`config.mk`:
```
export PLATFORM = sky130hd
export DESIGN_NAME = jogo_rodadas_controle
export DESIGN_NICKNAME = d
export VERILOG_FILES = /design/src/rtl/jogo_rodadas_controle.sv
export SDC_FILE = /design/constraint.sdc
export NUM_CORES = 1
export LEC_CHECK = 0
export ABC_CLOCK_PERIOD_IN_PS = 2040
export BUFFER_PORTS_ARGS = -buffer_cell sky130_fd_sc_hd__buf_2
export CAP_MARGIN = 30
export CORE_MARGIN = 2
export CORE_UTILIZATION = 57
export CTS_CLUSTER_DIAMETER = 150
export DETAILED_ROUTE_END_ITERATION = 8
export PLACE_DENSITY = 0.82
export SYNTH_ARGS = -nofsm -noshare
export SYNTH_HDL_FRONTEND = slang
export SYNTH_SLANG_ARGS = --single-unit
export TNS_END_PERCENT = 10
```
`constraint.sdc`:
```
create_clock -name clock -period 2.04 [get_ports clock]
set_input_delay 0.408 -clock clock [delete_from_list [all_inputs] [get_ports clock]]
set_output_delay 0.408 -clock clock [all_outputs]
set_load 0.005 [all_outputs]
```
`src/rtl/jogo_rodadas_controle.sv`:
```
// Moore control unit for the round-based memory game.
// Round N replays the first N+1 stored plays. The unit drives the datapath
// counters and the play register, detects button presses, and times out slow
// plays. Outputs are decoded from the state register alone.
module jogo_rodadas_controle #(
  parameter int TIMEOUT_CICLOS = 5000
) (
  input  logic       clock,
  input  logic       reset,
  input  logic       iniciar,
  input  logic       jogada,
  input  logic       igual,
  input  logic       fimE,
  input  logic       fimL,
  output logic       zeraE,
  output logic       contaE,
  output logic       zeraL,
  output logic       contaL,
  output logic       zeraJ,
  output logic       registraJ,
  output logic       pronto,
  output logic       acertou,
  output logic       errou,
  output logic       timeout,
  output logic [3:0] db_estado
);

  localparam int TW = ($clog2(TIMEOUT_CICLOS) < 1) ? 1 : $clog2(TIMEOUT_CICLOS);

  // State values double as the 7-segment display codes.
  typedef enum logic [3:0] {
    INICIAL        = 4'h0,
    PREPARACAO     = 4'h1,
    INICIA_RODADA  = 4'h2,
    ESPERA         = 4'h3,
    REGISTRA       = 4'h4,
    COMPARACAO     = 4'h5,
    PROXIMA_JOGADA = 4'h6,
    PROXIMA_RODADA = 4'h7,
    FIM_ACERTOU    = 4'hA,
    FIM_TIMEOUT    = 4'hB,
    FIM_ERROU      = 4'hE
  } estado_t;

  estado_t       estado, proximo;
  logic          jogada_d;
  logic [TW-1:0] cont_t;
  logic          pulso, tfim;

  // A held button produces exactly one cycle of pulso.
  assign pulso = jogada & ~jogada_d;
  assign tfim  = (cont_t == TW'(TIMEOUT_CICLOS - 1));

  // Next-state selection; an unreachable encoding falls back to inicial.
  always_comb begin
    proximo = INICIAL;
    case (estado)
      INICIAL:        proximo = iniciar ? PREPARACAO : INICIAL;
      PREPARACAO:     proximo = INICIA_RODADA;
      INICIA_RODADA:  proximo = ESPERA;
      // A press in the same cycle as tfim still counts as a play.
      ESPERA:         proximo = pulso ? REGISTRA : (tfim ? FIM_TIMEOUT : ESPERA);
      REGISTRA:       proximo = COMPARACAO;
      COMPARACAO: begin
        if (!igual)     proximo = FIM_ERROU;
        else if (!fimE) proximo = PROXIMA_JOGADA;
        else if (!fimL) proximo = PROXIMA_RODADA;
        else            proximo = FIM_ACERTOU;
      end
      PROXIMA_JOGADA: proximo = ESPERA;
      PROXIMA_RODADA: proximo = INICIA_RODADA;
      FIM_ACERTOU:    proximo = iniciar ? PREPARACAO : FIM_ACERTOU;
      FIM_TIMEOUT:    proximo = iniciar ? PREPARACAO : FIM_TIMEOUT;
      FIM_ERROU:      proximo = iniciar ? PREPARACAO : FIM_ERROU;
      default:        proximo = INICIAL;
    endcase
  end

  // State, button history and play timer. The timer only runs while the FSM
  // stays in espera, so every entry to espera starts again from zero.
  always_ff @(posedge clock or posedge reset) begin
    if (reset) begin
      estado   <= INICIAL;
      jogada_d <= 1'b0;
      cont_t   <= '0;
    end else begin
      estado   <= proximo;
      jogada_d <= jogada;
      if (estado == ESPERA && proximo == ESPERA) cont_t <= cont_t + TW'(1);
      else                                       cont_t <= '0;
    end
  end

  // Moore output decode; reset reaches the outputs without a clock edge.
  always_comb begin
    zeraE     = (estado == INICIAL) || (estado == PREPARACAO) || (estado == INICIA_RODADA);
    zeraL     = (estado == INICIAL) || (estado == PREPARACAO);
    zeraJ     = (estado == INICIAL) || (estado == PREPARACAO) || (estado == INICIA_RODADA);
    registraJ = (estado == REGISTRA);
    contaE    = (estado == PROXIMA_JOGADA);
    contaL    = (estado == PROXIMA_RODADA);
    acertou   = (estado == FIM_ACERTOU);
    errou     = (estado == FIM_ERROU);
    timeout   = (estado == FIM_TIMEOUT);
    pronto    = acertou | errou | timeout;
    case (estado)
      INICIAL, PREPARACAO, INICIA_RODADA, ESPERA, REGISTRA, COMPARACAO,
      PROXIMA_JOGADA, PROXIMA_RODADA, FIM_ACERTOU, FIM_TIMEOUT, FIM_ERROU:
        db_estado = estado;
      default: db_estado = 4'hF;
    endcase
  end

endmodule

```
==> results.sh <==
export IMPL_run_status="completed"
export IMPL_wl_per_cell_um=13.0
export IMPL_synth_seq_cells=18
export IMPL_timing_critical_path_required_ns=1.63
export IMPL_cts_root_buffer="sky130_fd_sc_hd__clkbuf_4"
export IMPL_timing_final_crit_period_ns=1.86
export IMPL_max_clock_path_buffers=2
export IMPL_detail_route_antenna_nets=0
export IMPL_ys_types=37
export IMPL_timing_critical_path_arrival_ns=1.45
export IMPL_post_route_drc_count=0
export IMPL_postCtsSetupBuffers=0
export IMPL_power_density_mw_per_mm2=893
export IMPL_layout_nets=145
export IMPL_rows=15
export IMPL_postSynthCellCount=119
export IMPL_design_portCount=21
export IMPL_wire_length_of_the_first_global_routing_pass_mm=3.34
export IMPL_grt_start_max_net_pins=19
export IMPL_hpwl_detailed_mm=1.58
export IMPL_min_delay_path_class="input pin to asynchronous set/reset pin"
export IMPL_synth_edff_count=0
export IMPL_setup_worst_path_start_class="register"
export IMPL_routed_via_count=903
export IMPL_crit_path_buf_inv_count=2
export IMPL_ff2ff_setup_slack_ns=0.54
export IMPL_postCtsHoldBufs=0
export IMPL_tightestPinTransition_ns=0.668
export IMPL_post_synthesis_area_per_instance_um2=9.07
export IMPL_dieWidth_um=47.5
export IMPL_dieArea_mm2=0.00226
export IMPL_drt_pass1_iterations=4
export IMPL_vias_per_cell=5.64
export IMPL_critPathKind="register to output port"
export IMPL_final_period_utilization_pct=91.0
export IMPL_cts_htree_levels=1
export IMPL_setup_tns_ns=0
export IMPL_rsz0062_at_grt="no"
export IMPL_die_y_um=47.5
export IMPL_cpMaxStageDelayCell="sky130_fd_sc_hd__dfrtp_1"
export IMPL_worst_path_max_fanout=15
export IMPL_cts_resized=0
export IMPL_crit_cells=4
export IMPL_async_reset_ff_share_pct=100
export IMPL_overflow=0
export IMPL_drv_cap=0
export IMPL_nFillCells=142
export IMPL_globalplace_congestion=0.798
export IMPL_vias_in_the_first_global_route=791
export IMPL_headroom_to_the_max_slew_limit_pct=55.4
export IMPL_cts_sink_count=18
export IMPL_layout_drive_gt1_share_pct=24.4
export IMPL_starting_density_pct=61.9
export IMPL_wl_mm=2.08
export IMPL_area_growth_syn_to_layout_pct=10.3
export IMPL_synth_top_flop_cell="sky130_fd_sc_hd__dfrtp_1"
export IMPL_clkSlewWorstSetupHoldPaths_ns=0.10
export IMPL_port_buffer_count=20
export IMPL_combined_area_of_all_synthesized_cells_mm2=0.00108
export IMPL_crit_path_cell_trace="inv_1 > nand2_1 > nor3_1 > buf_2"
export IMPL_placeable_core_region_mm2=0.00175
export IMPL_yosysSeqAreaShare_pct=41.7
export IMPL_clock_skew_ns=0.00231
export IMPL_finalCoreUtilization_pct=68.2
export IMPL_cts_tree="built"
export IMPL_grt_antenna_before_repair=0
export IMPL_report_final_hold_viol_count=0
export IMPL_grt_util_all_layers_pct=20.6
export IMPL_reg2reg_depth=4
export IMPL_path_delay_family="flip-flops"
export IMPL_setup_violations=0
export IMPL_initial_drt_markers=10
export IMPL_critPathCaptureType="output port"
export IMPL_cellLeakagePower_uw=0.000548
export IMPL_final_slew_viol_count=0
export IMPL_vdd_drop_max_mv=0.609
export IMPL_max_freq_mhz=539
export IMPL_ys_warn_count=0
export IMPL_worst_skew_pair_late_latency_ns=0.29
export IMPL_critPathMaxStageDelay_ns=0.55
export IMPL_numCtsBuffers=3
export IMPL_antenna_cell_count=0
export IMPL_syn_num_nets=127
cells in the mapped netlist, drive strengths merged (3+ instances only):
library cell | n | area share, %
buf | 4 | 2.9
xor2 | 4 | 3.2
nand2 | 13 | 5.0
nand3 | 5 | 2.8
nor4 | 3 | 3.7
nor2 | 18 | 6.5
nor3 | 7 | 3.2
nand4 | 4 | 3.7
a21oi | 5 | 2.3
dfrtp | 18 | 42
xnor2 | 7 | 5.7
clkbuf | 3 | 1.0
inv | 7 | 2.4
flip-flops by register name (all words and copies together), names as in the netlist:
name / flops
estado: 4
cont_t: 13
jogada_d: 1
cell usage in the layout (no fill, tap or decap), types with 2 or more instances in the layout:
cell,netlist,routed
sky130_fd_sc_hd__o21ai_0,2,2
sky130_fd_sc_hd__a21oi_1,5,5
sky130_fd_sc_hd__nand3_1,4,4
sky130_fd_sc_hd__and4bb_2,2,2
sky130_fd_sc_hd__nor3_1,7,7
sky130_fd_sc_hd__xor2_1,4,4
sky130_fd_sc_hd__nand4_1,3,3
sky130_fd_sc_hd__nand2_1,11,11
sky130_fd_sc_hd__xnor2_1,7,7
sky130_fd_sc_hd__a211oi_1,2,2
sky130_fd_sc_hd__nand2_2,2,2
sky130_fd_sc_hd__nor2_1,17,17
sky130_fd_sc_hd__and4_1,2,2
sky130_fd_sc_hd__inv_1,7,7
sky130_fd_sc_hd__dfrtp_1,18,18
sky130_fd_sc_hd__buf_2,1,20
sky130_fd_sc_hd__and3_1,2,2
sky130_fd_sc_hd__clkbuf_4,0,3
through the flow:
step	power (uW)	std cells	hold slack (ns)	worst slack [ns]	instance area (um^2)
2_1_floorplan	809	119	0.347	0.527	1080
3_3_place_gp	884	157	0.497	0.542	1170
3_5_place_dp	896	157	0.504	0.516	1170
4_1_cts	1070	160	0.228	0.188	1190
5_1_grt	1140	160	0.227	0.0616	1190
6_report	1060	160	0.196	0.183	1190
path summary, 6_finish.rpt:
| kind | startpoint | to |
|---|---|---|
| min in group clock | jogada | jogada_d$_DFF_PP0_ |
| worst max register to register | estado[0]$_DFF_PP0_ | cont_t[6]$_DFF_PP0_ |
| worst max-delay path | estado[3]$_DFF_PP0_ | registraJ |
| worst min-delay path | reset | cont_t[2]$_DFF_PP0_ |
| worst min register to register | cont_t[0]$_DFF_PP0_ | cont_t[0]$_DFF_PP0_ |
| max in group asynchronous | reset | cont_t[4]$_DFF_PP0_ |
metal layers:
layer  track usage (%)  wire [um]
met1              26.2        952
met2              36.5       1010
met3              3.02         91
met4              5.00         23
met5                 0          0
layout make-up:
class                   count  area [um^2]  area share [%]
inverters                   7         26.3            2.21
flip-flops and latches     18          450            37.8
repair buffers             20          100            8.40
clock buffers               3         22.5            1.89
well taps                  25         31.3            2.63
multi-input cells          87          561            47.1
where the power goes:
| part | switching [uW] | leakage, uW | internal, uW |
|---|---|---|---|
| Sequential | 106 | 0.000241 | 400 |
| Clock | 107 | 0.0000138 | 68.7 |
| Combinational | 223 | 0.000294 | 159 |
| Total | 436 | 0.000548 | 628 |
cell families after synthesis:
logic type / Yosys count / synth area share, %
and+or+nand+nor: 61 / 33.5
DFF: 18 / 41.7
AOI/OAI and AO/OA: 14 / 8.34
buffers and inverters: 14 / 6.37
xor gates and xnor gates: 11 / 8.92
adders and majority gates: 1 / 1.16
(Power assumes the default switching activity.)
